<file path="src/rtl/debounce_sync.sv">
// debounce_sync: conditions a raw, bouncy asynchronous input (button or switch)
// for the downstream sequential flop blocks. The input is brought into the clk
// domain through a SYNC_STAGES-deep flop chain. A four-state FSM with a
// stability counter then accepts a new level only after DEBOUNCE_CYCLES
// consecutive identical synchronized samples. Outputs are a clean level plus
// single-cycle rise/fall pulses, and a busy flag while a candidate level is
// being qualified.
//
// Optional build macro DEBOUNCE_TOGGLE_EN adds o_toggle, a level that inverts
// on every accepted rising edge, turning a momentary button into an on/off
// switch.

module debounce_sync #(
    parameter int SYNC_STAGES     = 2,
    parameter int DEBOUNCE_CYCLES = 4,
    parameter int CNT_W           = 8
) (
    input  logic clk,
    input  logic i_rst,
    input  logic i_data,
    output logic o_data,
    output logic o_rise,
    output logic o_fall,
    output logic o_busy
`ifdef DEBOUNCE_TOGGLE_EN
    ,
    output logic o_toggle
`endif
);

    localparam logic [1:0] S_LOW       = 2'd0;
    localparam logic [1:0] S_WAIT_HIGH = 2'd1;
    localparam logic [1:0] S_HIGH      = 2'd2;
    localparam logic [1:0] S_WAIT_LOW  = 2'd3;

    // The sample that completes qualification arrives when cnt holds this value.
    localparam logic [CNT_W-1:0] CNT_LAST = CNT_W'(DEBOUNCE_CYCLES - 1);
    localparam logic [CNT_W-1:0] CNT_ONE  = CNT_W'(1);

    logic [SYNC_STAGES-1:0] sync;
    logic                   s;
    logic [1:0]             state;
    logic [1:0]             state_next;
    logic [CNT_W-1:0]       cnt;
    logic [CNT_W-1:0]       cnt_next;
    logic                   data_next;
    logic                   rise_next;
    logic                   fall_next;

    assign s = sync[SYNC_STAGES-1];

    // Synchronizer chain: shift the raw input in one stage per clock.
    always_ff @(posedge clk or posedge i_rst) begin
        if (i_rst) begin
            sync <= '0;
        end else begin
            sync <= {sync[SYNC_STAGES-2:0], i_data};
        end
    end

    // Next-state logic: a differing sample starts qualification, any return to the
    // current level abandons it, and a full run of samples accepts the new level.
    always_comb begin
        state_next = state;
        cnt_next   = cnt;
        data_next  = o_data;
        rise_next  = 1'b0;
        fall_next  = 1'b0;
        case (state)
            S_LOW: begin
                if (s) begin
                    state_next = S_WAIT_HIGH;
                    cnt_next   = CNT_ONE;
                end
            end
            S_WAIT_HIGH: begin
                if (!s) begin
                    state_next = S_LOW;
                    cnt_next   = '0;
                end else if (cnt == CNT_LAST) begin
                    state_next = S_HIGH;
                    cnt_next   = '0;
                    data_next  = 1'b1;
                    rise_next  = 1'b1;
                end else begin
                    cnt_next   = cnt + CNT_ONE;
                end
            end
            S_HIGH: begin
                if (!s) begin
                    state_next = S_WAIT_LOW;
                    cnt_next   = CNT_ONE;
                end
            end
            S_WAIT_LOW: begin
                if (s) begin
                    state_next = S_HIGH;
                    cnt_next   = '0;
                end else if (cnt == CNT_LAST) begin
                    state_next = S_LOW;
                    cnt_next   = '0;
                    data_next  = 1'b0;
                    fall_next  = 1'b1;
                end else begin
                    cnt_next   = cnt + CNT_ONE;
                end
            end
            default: begin
                state_next = S_LOW;
                cnt_next   = '0;
                data_next  = 1'b0;
            end
        endcase
    end

    // FSM state, counter and all registered outputs; busy follows the state being entered.
    always_ff @(posedge clk or posedge i_rst) begin
        if (i_rst) begin
            state  <= S_LOW;
            cnt    <= '0;
            o_data <= 1'b0;
            o_rise <= 1'b0;
            o_fall <= 1'b0;
            o_busy <= 1'b0;
        end else begin
            state  <= state_next;
            cnt    <= cnt_next;
            o_data <= data_next;
            o_rise <= rise_next;
            o_fall <= fall_next;
            o_busy <= (state_next == S_WAIT_HIGH) || (state_next == S_WAIT_LOW);
        end
    end

`ifdef DEBOUNCE_TOGGLE_EN
    // Toggle level flips on the same edge that raises o_rise.
    always_ff @(posedge clk or posedge i_rst) begin
        if (i_rst) begin
            o_toggle <= 1'b0;
        end else if (rise_next) begin
            o_toggle <= ~o_toggle;
        end
    end
`endif

endmodule

</file>
<file path="config.mk">
export PLATFORM = sky130hd
export DESIGN_NAME = debounce_sync
export DESIGN_NICKNAME = d
export VERILOG_FILES = /design/src/rtl/debounce_sync.sv
export SDC_FILE = /design/constraint.sdc
export NUM_CORES = 1
export LEC_CHECK = 0
export ABC_AREA = 1
export BUFFER_PORTS_ARGS = -buffer_cell sky130_fd_sc_hd__buf_2
export CELL_PAD_IN_SITES_DETAIL_PLACEMENT = 2
export CELL_PAD_IN_SITES_GLOBAL_PLACEMENT = 2
export CORE_MARGIN = 2
export CORE_UTILIZATION = 33
export CTS_CLUSTER_DIAMETER = 120
export DETAILED_ROUTE_END_ITERATION = 10
export HOLD_SLACK_MARGIN = 0.03
export PLACE_DENSITY = 0.74
export SLEW_MARGIN = 25
export SYNTH_ARGS = -nofsm -noshare
export SYNTH_HDL_FRONTEND = slang
export SYNTH_SLANG_ARGS = --single-unit
</file>
<file path="constraint.sdc">
create_clock -name clk -period 1.4 [get_ports clk]
set_input_delay 0.14 -clock clk [delete_from_list [all_inputs] [get_ports clk]]
set_output_delay 0.14 -clock clk [all_outputs]
set_load 0.005 [all_outputs]
</file>
After elaboration in Yosys (flattened, before gate mapping)
Index checks and enable logic that the tools add are counted.
{"block": "word_totals", "reg_bits": 16, "in_bits": 3, "elab_cells": 48}
{"block": "classes", "addsub": 1, "n_eq_ne": 12, "muxes": 23, "reduce_logical": 5}
{"op": "8-bit two-way mux", "n": 5}
{"op": "8-bit one-hot mux with 4 select lines", "n": 1}
{"op": "2-bit two-way mux", "n": 6}
{"op": "2-bit inequality test, second input constant", "n": 6}
{"op": "1-bit two-way mux", "n": 9}
{"op": "8-bit by 1-bit adder with 8-bit output, second input constant", "n": 1}
{"op": "8-bit by 2-bit equality test with 1-bit output, second input constant", "n": 1}
{"op": "2-bit one-hot mux with 4 select lines", "n": 1}
{"op": "2-bit equality test, second input constant", "n": 3}
{"op": "5-bit AND reduction", "n": 1}
{"op": "2-bit by 1-bit equality test with 1-bit output, second input constant", "n": 2}
{"op": "2-bit logical NOT", "n": 1}
{"op": "1-bit one-hot mux with 2 select lines", "n": 1}
{"op": "2-bit AND reduction", "n": 1}
{"op": "2-bit nonzero test", "n": 1}
{"op": "1-bit logical OR", "n": 1}

Longest topological paths before layout
Gate-level depths: netlist (run 1).
{"block": "logic_depth", "depth_word": 6, "depth_mapped": 8, "ltp_nobuf": 8}

Least setup slack after synthesis (run 1)
Ideal clock, no wire load.
{"block": "synth_path", "kind": "flip-flop to flip-flop", "startpoint": "register cnt[0]", "endpoint": "register o_data", "setup_ns": 0.118, "arrival_ns": 1.104, "required_ns": 1.282, "setup_slack_ns": 0.179, "path_stages_with_launch": 9, "path_buffers": 0, "path_cell_list": "dfrtp_1 ha_1 nand2_1 nor2_1 nand2_2 nor2_4 nand2_1 nand2_1 nand2_1"}
{"block": "synth_via", "elab_chain_cells": 3, "elab_cells_between_ends": 4}
{"element": "start, declared", "line_no": "44", "text": "logic [CNT_W-1:0] cnt;"}
{"element": "start signal, assigned", "line_no": "127", "text": "cnt <= cnt_next;"}
{"element": "8-bit by 2-bit equality test with 1-bit output (*)", "line_no": "80, 99"}
{"element": "2-bit inequality test (no source line)"}
{"element": "5-bit AND reduction (no source line) (*)"}
{"element": "end signal, assigned", "line_no": "128", "text": "o_data <= data_next;"}
{"element": "end, declared", "line_no": "21", "text": "output logic o_data,"}
Mark *: on every way between the ends. The rest lies on a longest branch, timed or not.
A chain may end at the register's enable or synchronous reset.

Final worst setup path (run 1)
{"block": "layout_path", "startpoint": "register cnt[1]", "endpoint": "register o_data"}
Same word-level chain as after synthesis.

==> reports/qor.csv, run 1 <==
metric,value,unit
total wire length,1954,um
initial DRC count,1,
Hold/Removal Path Class,reg2reg,
clock buffer depth,2,
main combinational cell family by area after synthesis,simple AND/OR/NAND/NOR gates,
kind of critical path,reg2reg,
vias in the first global route,687,
initial antenna violation count,0,
Slew headroom,77.92,%
TritonCTS buffer count,3,
Final Power,1.470,mW
"reg-to-reg slack, setup",0.09,ns
Clock transition at path regs,0.11,ns
first-pass GRT wire length,3429,um
f_max,763.7,MHz
P&R area growth vs syn,22.61,%
die area,2787,um^2
Max H-tree Level,1,
gr usage total,17.71,%
Worst Path Max Fanout,7,
Core Footprint,2233,um^2
most common library cell in the layout ignoring fill and taps,nand2_1,
ANT cells,0,
Hold Path Sink,sync[1],
VDD IR max,0.0008799,V
Slew @ Worst Pin,0.3287,ns
CTS root buf,clkbuf_4,
worst flop-to-flop path endpoint,o_data,
"Net Count, Synth",103,
endpoints failing setup,0,
drt first pass iters,3,
Min-Delay Path Depth,0,
"Warnings, synthesis",0,
reg2reg path depth,8,
Final Hold Viols,0,
NumNets Final,121,
multiplexer share of the synthesized area,0,%
synthesized instance count,99,
utilization after layout,43.14,%
RSZ-0062 raised after global routing,true,
largest net degree at the start of global routing,17,
Avg Vias per Cell,4.729,
crit path launch type,flip-flop,
Synth Area in Simple Gates,36.15,%
Worst R2R Start,cnt[1],
post-synthesis register bit count,16,
Compound-Gate Fraction of Synth Area,3.503,%
MaxCap Viol Count,0,
"Distinct cells, synth",17,
"commonest non-fill, non-tap cells in the layout","nand2_1 (31), dfrtp_1 (15), inv_1 (14)",
I/O pins,7,
hold_ws,0.3590,ns
pwr dens,1526,nW/um^2
adder-cell share of the synthesized area,1.592,%
Final TNS setup,0,ns
Critical Path AT,1.50,ns
Clock Skew,0.007678,ns
PortBufs,6,
min-delay src,sync[0],
pins over their slew limit,0,
Post-DRT Antenna Nets,0,
crit end category,flip-flop,
CTS tree,built,
Syn Std Cell Area,785.8,um^2
pre-CTS setup slack,0.03009,ns
hpwl dp,1523,um
outcome,"complete, no violations",
WL/cell,13.57,um
TritonCTS Sinks,16,
Vias,681,
DRC Markers,0,
Congestion Overflow GR,0,
Row Count,17,
final worst slack,0.09053,ns
GPL Wtd Cong,0.7376,
Final period util,93.53,%
"Req. time, crit path",1.59,ns
Die Span Y,52.80,um
Synth Area in XOR/XNOR,1.115,%
Tmin final,1.309,ns
Initial Util,35.18,%
ratio of cells with drive above 1 in the final layout,23.28,%
average cell area after synthesis,7.937,um^2
post-synthesis sequential area ratio,50.96,%
worst skew pair latency,0.29,ns
Pleak,0.4979,nW
Die Width,52.80,um
final cells by class:
cell class                 instances  area (um^2)
timing repair buffer              13        87.58
inverter                          14        52.55
clock buffer                       4        36.28
sequential                        16        401.6
tap                               28        35.03
multi-input combinational         69        350.3
fill                             273         1270
critical path, stage by stage, from the launching register on:
cell     delay [ns]
dfrtp_1        0.44
ha_4           0.17
nand2_2        0.05
nor2_2         0.09
nand2_2        0.09
nor2_4         0.18
nand2_1        0.08
nand2_1        0.06
nand2_1        0.04
repair_timing:
item,CTS,global route
buffers inserted,0,3
setup endpoints to repair,0,9
hold buffers,2,0
gates resized for setup,0,5
endpoints found under the hold margin,17,0
kinds of logic after synthesis:
group,count (synthesis)
XOR/XNOR,1
AO/OA/AOI/OAI,5
flip-flops,16
AND/OR/NAND/NOR,62
buffers and inverters,14
adder cells (fa/ha/maj),1
synthesized netlist by cell type:
cell type	n	share of area [%]
xnor2_1	1	1.1
nand2_1	32	15
nor3_1	2	1.3
nor3_2	1	1.3
inv_1	14	6.7
dfrtp_1	16	51
nand3_4	1	2.2
o21ai_0	3	1.9
nand2_2	4	3.2
nor2_1	14	6.7
ha_1	1	1.6
o21bai_1	1	0.96
nand3_1	5	3.2
nor2_4	1	1.4
a21oi_1	1	0.64
nand4_1	1	0.80
nor2_2	1	0.80
state kept, by name, summed over array words and instances (netlist names):
register	cells
o_fall	1
o_data	1
cnt	8
state	2
sync	2
o_rise	1
o_busy	1
where the power goes:
group | leakage [nW] | switching [mW] | total [mW] | internal, mW
logic | 0.271 | 0.327 | 0.514 | 0.187
registers | 0.206 | 0.0804 | 0.633 | 0.553
clock network | 0.0210 | 0.164 | 0.322 | 0.158
total | 0.498 | 0.571 | 1.47 | 0.898
metrics by stage:
step / std cells / cell area [um^2]
2_1_floorplan: 99 / 785.8
6_report: 144 / 963.4
5_1_grt: 144 / 963.4
3_3_place_gp: 135 / 865.8
4_1_cts: 141 / 922.1
3_5_place_dp: 135 / 865.8
worst max-delay path by stage:
stage	start	to	slack, ns
CTS	cnt[1]	o_data	0.02
global placement	cnt[0]	o_data	0.10
detailed placement	cnt[0]	o_data	0.03
floorplan	cnt[0]	o_data	0.18
finish	cnt[1]	o_data	0.09
global route	cnt[2]	o_data	0.004
per-layer routing:
layer | wire [um] | track usage (%) | vias up
met2 | 907 | 26.04 | 9
met3 | 36 | 3.429 | 2
met1 | 995 | 25.54 | 334
met5 | 0 | 0 | -
li1 | - | - | 336
met4 | 15 | 6.410 | 0
(Power assumes the default switching activity.)
==> run 2: changes to the inputs <==
--- a/config.mk
+++ b/config.mk
@@ -6,14 +6,14 @@
 export NUM_CORES = 1
 export LEC_CHECK = 0
-export ABC_AREA = 1
+export ABC_AREA = 0
 export BUFFER_PORTS_ARGS = -buffer_cell sky130_fd_sc_hd__buf_2
 export CELL_PAD_IN_SITES_DETAIL_PLACEMENT = 2
 export CELL_PAD_IN_SITES_GLOBAL_PLACEMENT = 2
 export CORE_MARGIN = 2
-export CORE_UTILIZATION = 33
+export CORE_UTILIZATION = 36
 export CTS_CLUSTER_DIAMETER = 120
 export DETAILED_ROUTE_END_ITERATION = 10
 export HOLD_SLACK_MARGIN = 0.03
-export PLACE_DENSITY = 0.74
+export PLACE_DENSITY = 0.73
 export SLEW_MARGIN = 25
 export SYNTH_ARGS = -nofsm -noshare
==> constraint.sdc (replaced) <==
create_clock -name clk -period 1.4 [get_ports clk]
set_input_delay 0.14 -clock clk [delete_from_list [all_inputs] [get_ports clk]]
set_output_delay 0.14 -clock clk [all_outputs]
set_load 0.05 [all_outputs]
==> reports/qor.csv, run 2 <==
metric,value,unit,change
Vias,689,,was 681
Synth area leaders,"dfrtp_1 (54%), a22o_1 (4.8%), nand3_1 (4.1%)",,"was dfrtp_1 (51%), nand2_1 (15%), inv_1 (6.7%)"
drt first pass iters,4,,was 3
Core Footprint,1942,um^2,was 2233 um^2
Slew @ Worst Pin,0.6658,ns,was 0.3287 ns
CTS tree,built,,unchanged
Commonest cells post-synth,"dfrtp_1 (16), nand2_1 (7), nand3_1 (6)",,"was nand2_1 (32), dfrtp_1 (16), inv_1 (14), nor2_1 (14), nand3_1 (5)"
Die Span Y,49.21,um,was 52.80 um
synthesized instance count,68,,was 99
kind of critical path,reg2reg,,unchanged
"commonest non-fill, non-tap cells in the layout","buf_4 (22), dfrtp_1 (16), buf_2 (6)",,"was nand2_1 (31), dfrtp_1 (15), inv_1 (14)"
top flop regs,"cnt x8, state x2, sync x2",,unchanged
Critical Path AT,1.87,ns,was 1.50 ns
Worst Path Max Fanout,3,,was 7
most flop-heavy register,cnt,,unchanged
outcome,finished with violations,,"was complete, no violations"
Min-Delay Path Depth,0,,unchanged
DRC Markers,0,,unchanged
Slew headroom,55.56,%,was 77.92%
"Net Count, Synth",72,,was 103
TritonCTS Sinks,16,,unchanged
net switching power figure,0.7967,mW,was 0.5714 mW
pwr dens,1731,nW/um^2,was 1526 nW/um^2
f_max,601.0,MHz,was 763.7 MHz
Synth Area in Simple Gates,21.26,%,was 36.15%
"Req. time, crit path",1.61,ns,was 1.59 ns
initial DRC count,17,,was 1
hold_ws,0.3939,ns,was 0.3590 ns
fillers,201,,was 273
Post-DRT Antenna Nets,0,,unchanged
Clock Skew,0.01283,ns,was 0.007678 ns
clock power share,14.1,%,was 21.9%
CTS root buf,clkbuf_4,,unchanged
Max H-tree Level,1,,unchanged
GPL Wtd Cong,0.7369,,was 0.7376
Synth Flop Type,dfrtp_1,,unchanged
reg2reg path depth,6,,was 8
CP Launch Point,cnt[0],,was cnt[1]
Final TNS setup,-2.492,ns,was 0 ns
Synth Area in XOR/XNOR,2.381,%,was 1.115%
post-synthesis register bit count,16,,unchanged
adder-cell share of the synthesized area,1.701,%,was 1.592%
max reg flops,8,,unchanged
Post-Layout Cell Count,130,,was 144
"EDFF count, synth",0,,unchanged
"reg-to-reg slack, setup",-0.26,ns,was 0.09 ns
average cell area after synthesis,10.82,um^2,was 7.937 um^2
hpwl dp,1491,um,was 1523 um
crit path max-delay cell type,dfrtp_1,,unchanged
cells along the critical path,"ha_4, nor4b_4, buf_4, and3_4, nor2_2, mux2_2",,"was ha_4, nand2_2, nor2_2, nand2_2, nor2_4, nand2_1, nand2_1, nand2_1"
CP endpoint,cnt[0],,was o_data
MaxCap Viol Count,0,,unchanged
cell-internal power,1.111,mW,was 0.8983 mW
WL/cell,23.73,um,was 13.57 um
area post-placement,935.9,um^2,was 865.8 um^2
Comb pwr share,52.8,%,was 35.0%
"Distinct cells, synth",27,,was 17
Worst R2R Start,cnt[0],,was cnt[1]
vias in the first global route,764,,was 687
largest net degree at the start of global routing,17,,unchanged
multiplexer share of the synthesized area,2.891,%,was 0%
worst flop-to-flop path endpoint,cnt[0],,was o_data
Row Count,16,,was 17
Avg Vias per Cell,5.300,,was 4.729
Final Hold Viols,0,,unchanged
Compound-Gate Fraction of Synth Area,13.61,%,was 3.503%
"Largest stage delay, worst path",0.45,ns,was 0.44 ns
first-pass GRT wire length,4043,um,was 3429 um
main combinational cell family by area after synthesis,simple AND/OR/NAND/NOR gates,,unchanged
Congestion Overflow GR,0,,unchanged
ratio of cells with drive above 1 in the final layout,50.49,%,was 23.28%
I/O pins,7,,unchanged
Final period util,118.8,%,was 93.53%
utilization after layout,56.77,%,was 43.14%
post-route cell area,1102,um^2,was 963.4 um^2
ANT cells,0,,unchanged
Flop pwr share,33.1,%,was 43.1%
P&R area growth vs syn,49.83,%,was 22.61%
Clock transition at path regs,0.11,ns,about the same
RSZ-0062 raised after global routing,true,,unchanged
most common library cell in the layout ignoring fill and taps,buf_4,,was nand2_1
Sw Share,41.77,%,was 38.88%
post-synth top area share,54.42,%,was 50.96%
pins over their slew limit,0,,unchanged
pre-CTS setup slack,-0.1857,ns,was 0.03009 ns
VDD IR max,0.001503,V,was 0.0008799 V
crit path launch type,flip-flop,,unchanged
gr usage total,23.66,%,was 17.71%
total wire length,3085,um,was 1954 um
TritonCTS buffer count,3,,unchanged
Syn Std Cell Area,735.7,um^2,was 785.8 um^2
endpoints failing setup,13,,was 0
final worst slack,-0.2638,ns,was 0.09053 ns
Post-synth ARST share,100.0,%,unchanged
Hold/Removal Path Class,reg2reg,,unchanged
most common cell in the netlist,dfrtp_1,,was nand2_1
clock buffer depth,2,,unchanged
dpl cells,118,,was 135
crit end category,flip-flop,,unchanged
die area,2421,um^2,was 2787 um^2
Final Power,1.908,mW,was 1.470 mW
Tmin final,1.664,ns,was 1.309 ns
Pleak,0.5349,nW,was 0.4979 nW
post-synthesis sequential area ratio,54.42,%,was 50.96%
"Warnings, synthesis",0,,unchanged
failing checks,setup timing,,
worst skew pair latency,0.31,ns,was 0.29 ns
Initial Util,37.89,%,was 35.18%
Die Width,49.21,um,was 52.80 um
initial antenna violation count,0,,unchanged
Synth area leader,dfrtp_1,,unchanged
PortBufs,6,,unchanged
NumNets Final,109,,was 121
[run 2: cell count changes after synthesis, sizes merged, moves of 2 or more]
cell | previous run | this run
a21o | 0 | 2
a21oi | 1 | 4
a22o | 0 | 4
buf | 0 | 2
inv | 14 | 4
nand2 | 36 | 7
nor2 | 16 | 6
nor3 | 3 | 1
[run 2: kinds of logic after synthesis]
group | Yosys count
AND/OR/NAND/NOR | 27
flip-flops | 16
AO/OA/AOI/OAI | 14
buffers and inverters | 6
XOR/XNOR | 2
multiplexers | 2
adder cells (fa/ha/maj) | 1
[run 2: area by class of cell]
class                   instances  area (um^2)  area share (%)
well taps                      27        33.78           3.065
multi-input cells              46        370.4           33.60
inverters                       4        15.01           1.362
flip-flops and latches         16        400.4           36.32
repair buffers                 34        260.3           23.61
clock buffers                   3        22.52           2.043
[run 2: how the worst min path moves through the flow]
stage | to | startpoint
6_report | sync[1] | sync[0]
5_1_grt | sync[1] | sync[0]
4_1_cts | sync[1] | sync[0]
3_5_place_dp | sync[0] | i_data
3_3_place_gp | cnt[3] | i_rst
2_1_floorplan | cnt[0] | i_rst
[run 2: power groups by stage]
stage | combinational (mW) | sequential [mW] | clock, mW
global placement | 0.685 | 0.601 | 0
floorplan | 0.353 | 0.705 | 0
CTS | 0.836 | 0.600 | 0.266
detailed placement | 0.730 | 0.610 | 0
global route | 1.06 | 0.636 | 0.290
finish | 1.01 | 0.632 | 0.269
[run 2: per-layer routing]
metal	share of wire, %	global-route usage, %
met5	0	0
met4	2.9	14.29
met3	3.5	4.601
met2	51	39.86
met1	43	27.54
[run 2: critical path, delay by kind of cell, from the launching register on]
kind | cells | cell delay, ns
adders and majority gates | 1 | 0.18
muxes | 1 | 0.26
and+or+nand+nor | 3 | 0.50
buffers and inverters | 1 | 0.18
DFF | 1 | 0.45
[run 2: timing repair]
item,CTS,global route
endpoints found under the hold margin,17,0
pin swaps,2,3
setup buffers,3,4
hold buffers,2,0
gates resized for setup,8,8
endpoints found under the setup margin,13,14
==> run 3: changes to the inputs <==
- CORE_UTILIZATION: 36 -> 32
- PLACE_DENSITY: 0.73 -> 0.69
- clock period: 1.4 -> 1.3 ns (I/O delays scaled with it)
==> reports/qor.csv, run 3 (synthesis gave the netlist of run 2 again) <==
metric,value,unit,change
max reg flops,8,,unchanged
Final Hold Viols,0,,unchanged
ratio of cells with drive above 1 in the final layout,57.94,%,was 50.49%
CTS tree,built,,unchanged
GPL Wtd Cong,0.7427,,was 0.7369
fillers,219,,was 201
crit path launch type,flip-flop,,unchanged
pwr dens,1811,nW/um^2,was 1731 nW/um^2
top flop regs,"cnt x8, state x2, sync x2",,unchanged
die area,2699,um^2,was 2421 um^2
Slew @ Worst Pin,0.6318,ns,was 0.6658 ns
RSZ-0062 raised after global routing,true,,unchanged
most common library cell in the layout ignoring fill and taps,buf_4,,unchanged
dpl cells,123,,was 118
Final Power,2.157,mW,was 1.908 mW
clock buffer depth,2,,unchanged
endpoints failing setup,14,,was 13
cells along the critical path,"ha_2, nor4b_4, buf_4, and3_4, nor2_2, mux2_2",,"was ha_4, nor4b_4, buf_4, and3_4, nor2_2, mux2_2"
P&R area growth vs syn,61.90,%,was 49.83%
most flop-heavy register,cnt,,unchanged
initial antenna violation count,0,,unchanged
Slew headroom,57.83,%,was 55.56%
first-pass GRT wire length,4133,um,was 4043 um
DRC Markers,0,,unchanged
hold_ws,0.3853,ns,was 0.3939 ns
Critical Path AT,1.80,ns,was 1.87 ns
TritonCTS Sinks,16,,unchanged
hpwl dp,1552,um,was 1491 um
gr usage total,22.36,%,was 23.66%
I/O pins,7,,unchanged
Core Footprint,2191,um^2,was 1942 um^2
worst skew pair latency,0.31,ns,about the same
vias in the first global route,772,,was 764
MaxCap Viol Count,0,,unchanged
Die Span Y,51.95,um,was 49.21 um
Pleak,0.5736,nW,was 0.5349 nW
drt first pass iters,4,,unchanged
Clock transition at path regs,0.11,ns,about the same
Post-Layout Cell Count,135,,was 130
f_max,619.3,MHz,was 601.0 MHz
"Req. time, crit path",1.48,ns,was 1.61 ns
initial DRC count,11,,was 17
CTS root buf,clkbuf_4,,unchanged
PortBufs,6,,unchanged
Row Count,17,,was 16
Post-DRT Antenna Nets,0,,unchanged
failing checks,setup timing,,unchanged
NumNets Final,112,,was 109
final worst slack,-0.3148,ns,was -0.2638 ns
TritonCTS buffer count,3,,unchanged
largest net degree at the start of global routing,17,,unchanged
Worst Path Max Fanout,2,,was 3
Avg Vias per Cell,5.126,,was 5.300
Die Width,51.95,um,was 49.21 um
WL/cell,19.92,um,was 23.73 um
Hold/Removal Path Class,reg2reg,,unchanged
"Largest stage delay, worst path",0.38,ns,was 0.45 ns
total wire length,2689,um,was 3085 um
crit end category,flip-flop,,unchanged
pins over their slew limit,0,,unchanged
ANT cells,0,,unchanged
Final period util,124.2,%,was 118.8%
Tmin final,1.615,ns,was 1.664 ns
"commonest non-fill, non-tap cells in the layout","buf_4 (25), dfrtp_1 (16), buf_2 (6)",,"was buf_4 (22), dfrtp_1 (16), buf_2 (6)"
Initial Util,33.58,%,was 37.89%
Max H-tree Level,1,,unchanged
Clock Skew,0.01587,ns,was 0.01283 ns
pre-CTS setup slack,-0.2805,ns,was -0.1857 ns
Final TNS setup,-3.113,ns,was -2.492 ns
kind of critical path,reg2reg,,unchanged
Vias,692,,was 689
outcome,finished with violations,,unchanged
crit path max-delay cell type,dfrtp_1,,unchanged
Congestion Overflow GR,0,,unchanged
VDD IR max,0.001061,V,was 0.001503 V
## run 3: changes by cell type in the layout (fill, tap and decap cells not counted), sizes merged
cell / change
buf: +3
clkbuf: +1
## run 3: path summary, 6_finish.rpt
path / start / to / slack [ns] / cells past startpoint
worst max-delay path: cnt[1] / cnt[0] / -0.31 / 6
worst min-delay path: sync[0] / sync[1] / 0.39 / 0
worst max register to register: cnt[1] / cnt[0] / -0.31 / 6
worst min register to register: sync[0] / sync[1] / 0.39 / 0
max in group asynchronous: i_rst / sync[0] / 0.45 / 3
min in group asynchronous: i_rst / cnt[3] / 0.43 / 3
## run 3: through the flow
stage          area, um^2  utilization, %
6_report             1191           54.37
5_1_grt              1191           54.37
4_1_cts              1159           52.88
3_5_place_dp        969.7           44.26
3_3_place_gp        969.7           44.26
2_1_floorplan       744.5               -
## run 3: cell type report
class / instances / area, um^2 / share of cell area, %
Multi-Input combinational cell: 46 / 421.7 / 35.40
Timing Repair Buffer: 37 / 282.8 / 23.74
Sequential cell: 16 / 400.4 / 33.61
Inverter: 4 / 15.01 / 1.261
Tap cell: 28 / 35.03 / 2.941
Clock buffer: 4 / 36.28 / 3.046
## run 3: metal layers
layer / track usage [%] / wire (um) / vias to the layer above
met5: 0 / 0 / -
met4: 10.53 / 43 / 0
met3: 3.448 / 47 / 5
met2: 33.54 / 1345 / 8
met1: 31.38 / 1252 / 360
li1: - / - / 319
## run 3: what timing repair did
| action | in CTS | in global routing |
|---|---|---|
| cloned | 1 | 0 |
| endpoints found under the hold margin | 17 | 0 |
| pin swaps | 8 | 6 |
| setup buffers | 5 | 1 |
| endpoints found under the setup margin | 13 | 14 |
| hold buffers | 2 | 0 |
| resized for setup | 23 | 5 |
## run 3: power by group
group	internal [mW]	switching, mW	leakage [nW]	total [mW]
clock network	0.171	0.179	0.0210	0.350
logic	0.529	0.600	0.343	1.13
registers	0.588	0.0890	0.210	0.677
total	1.29	0.869	0.574	2.16
## run 3: critical path: cells and delay by family (launching register included)
| family | cells | cell delay [ns] |
|---|---|---|
| adders and majority gates | 1 | 0.19 |
| muxes | 1 | 0.26 |
| buffers and inverters | 1 | 0.17 |
| DFF | 1 | 0.38 |
| and+or+nand+nor | 3 | 0.49 |
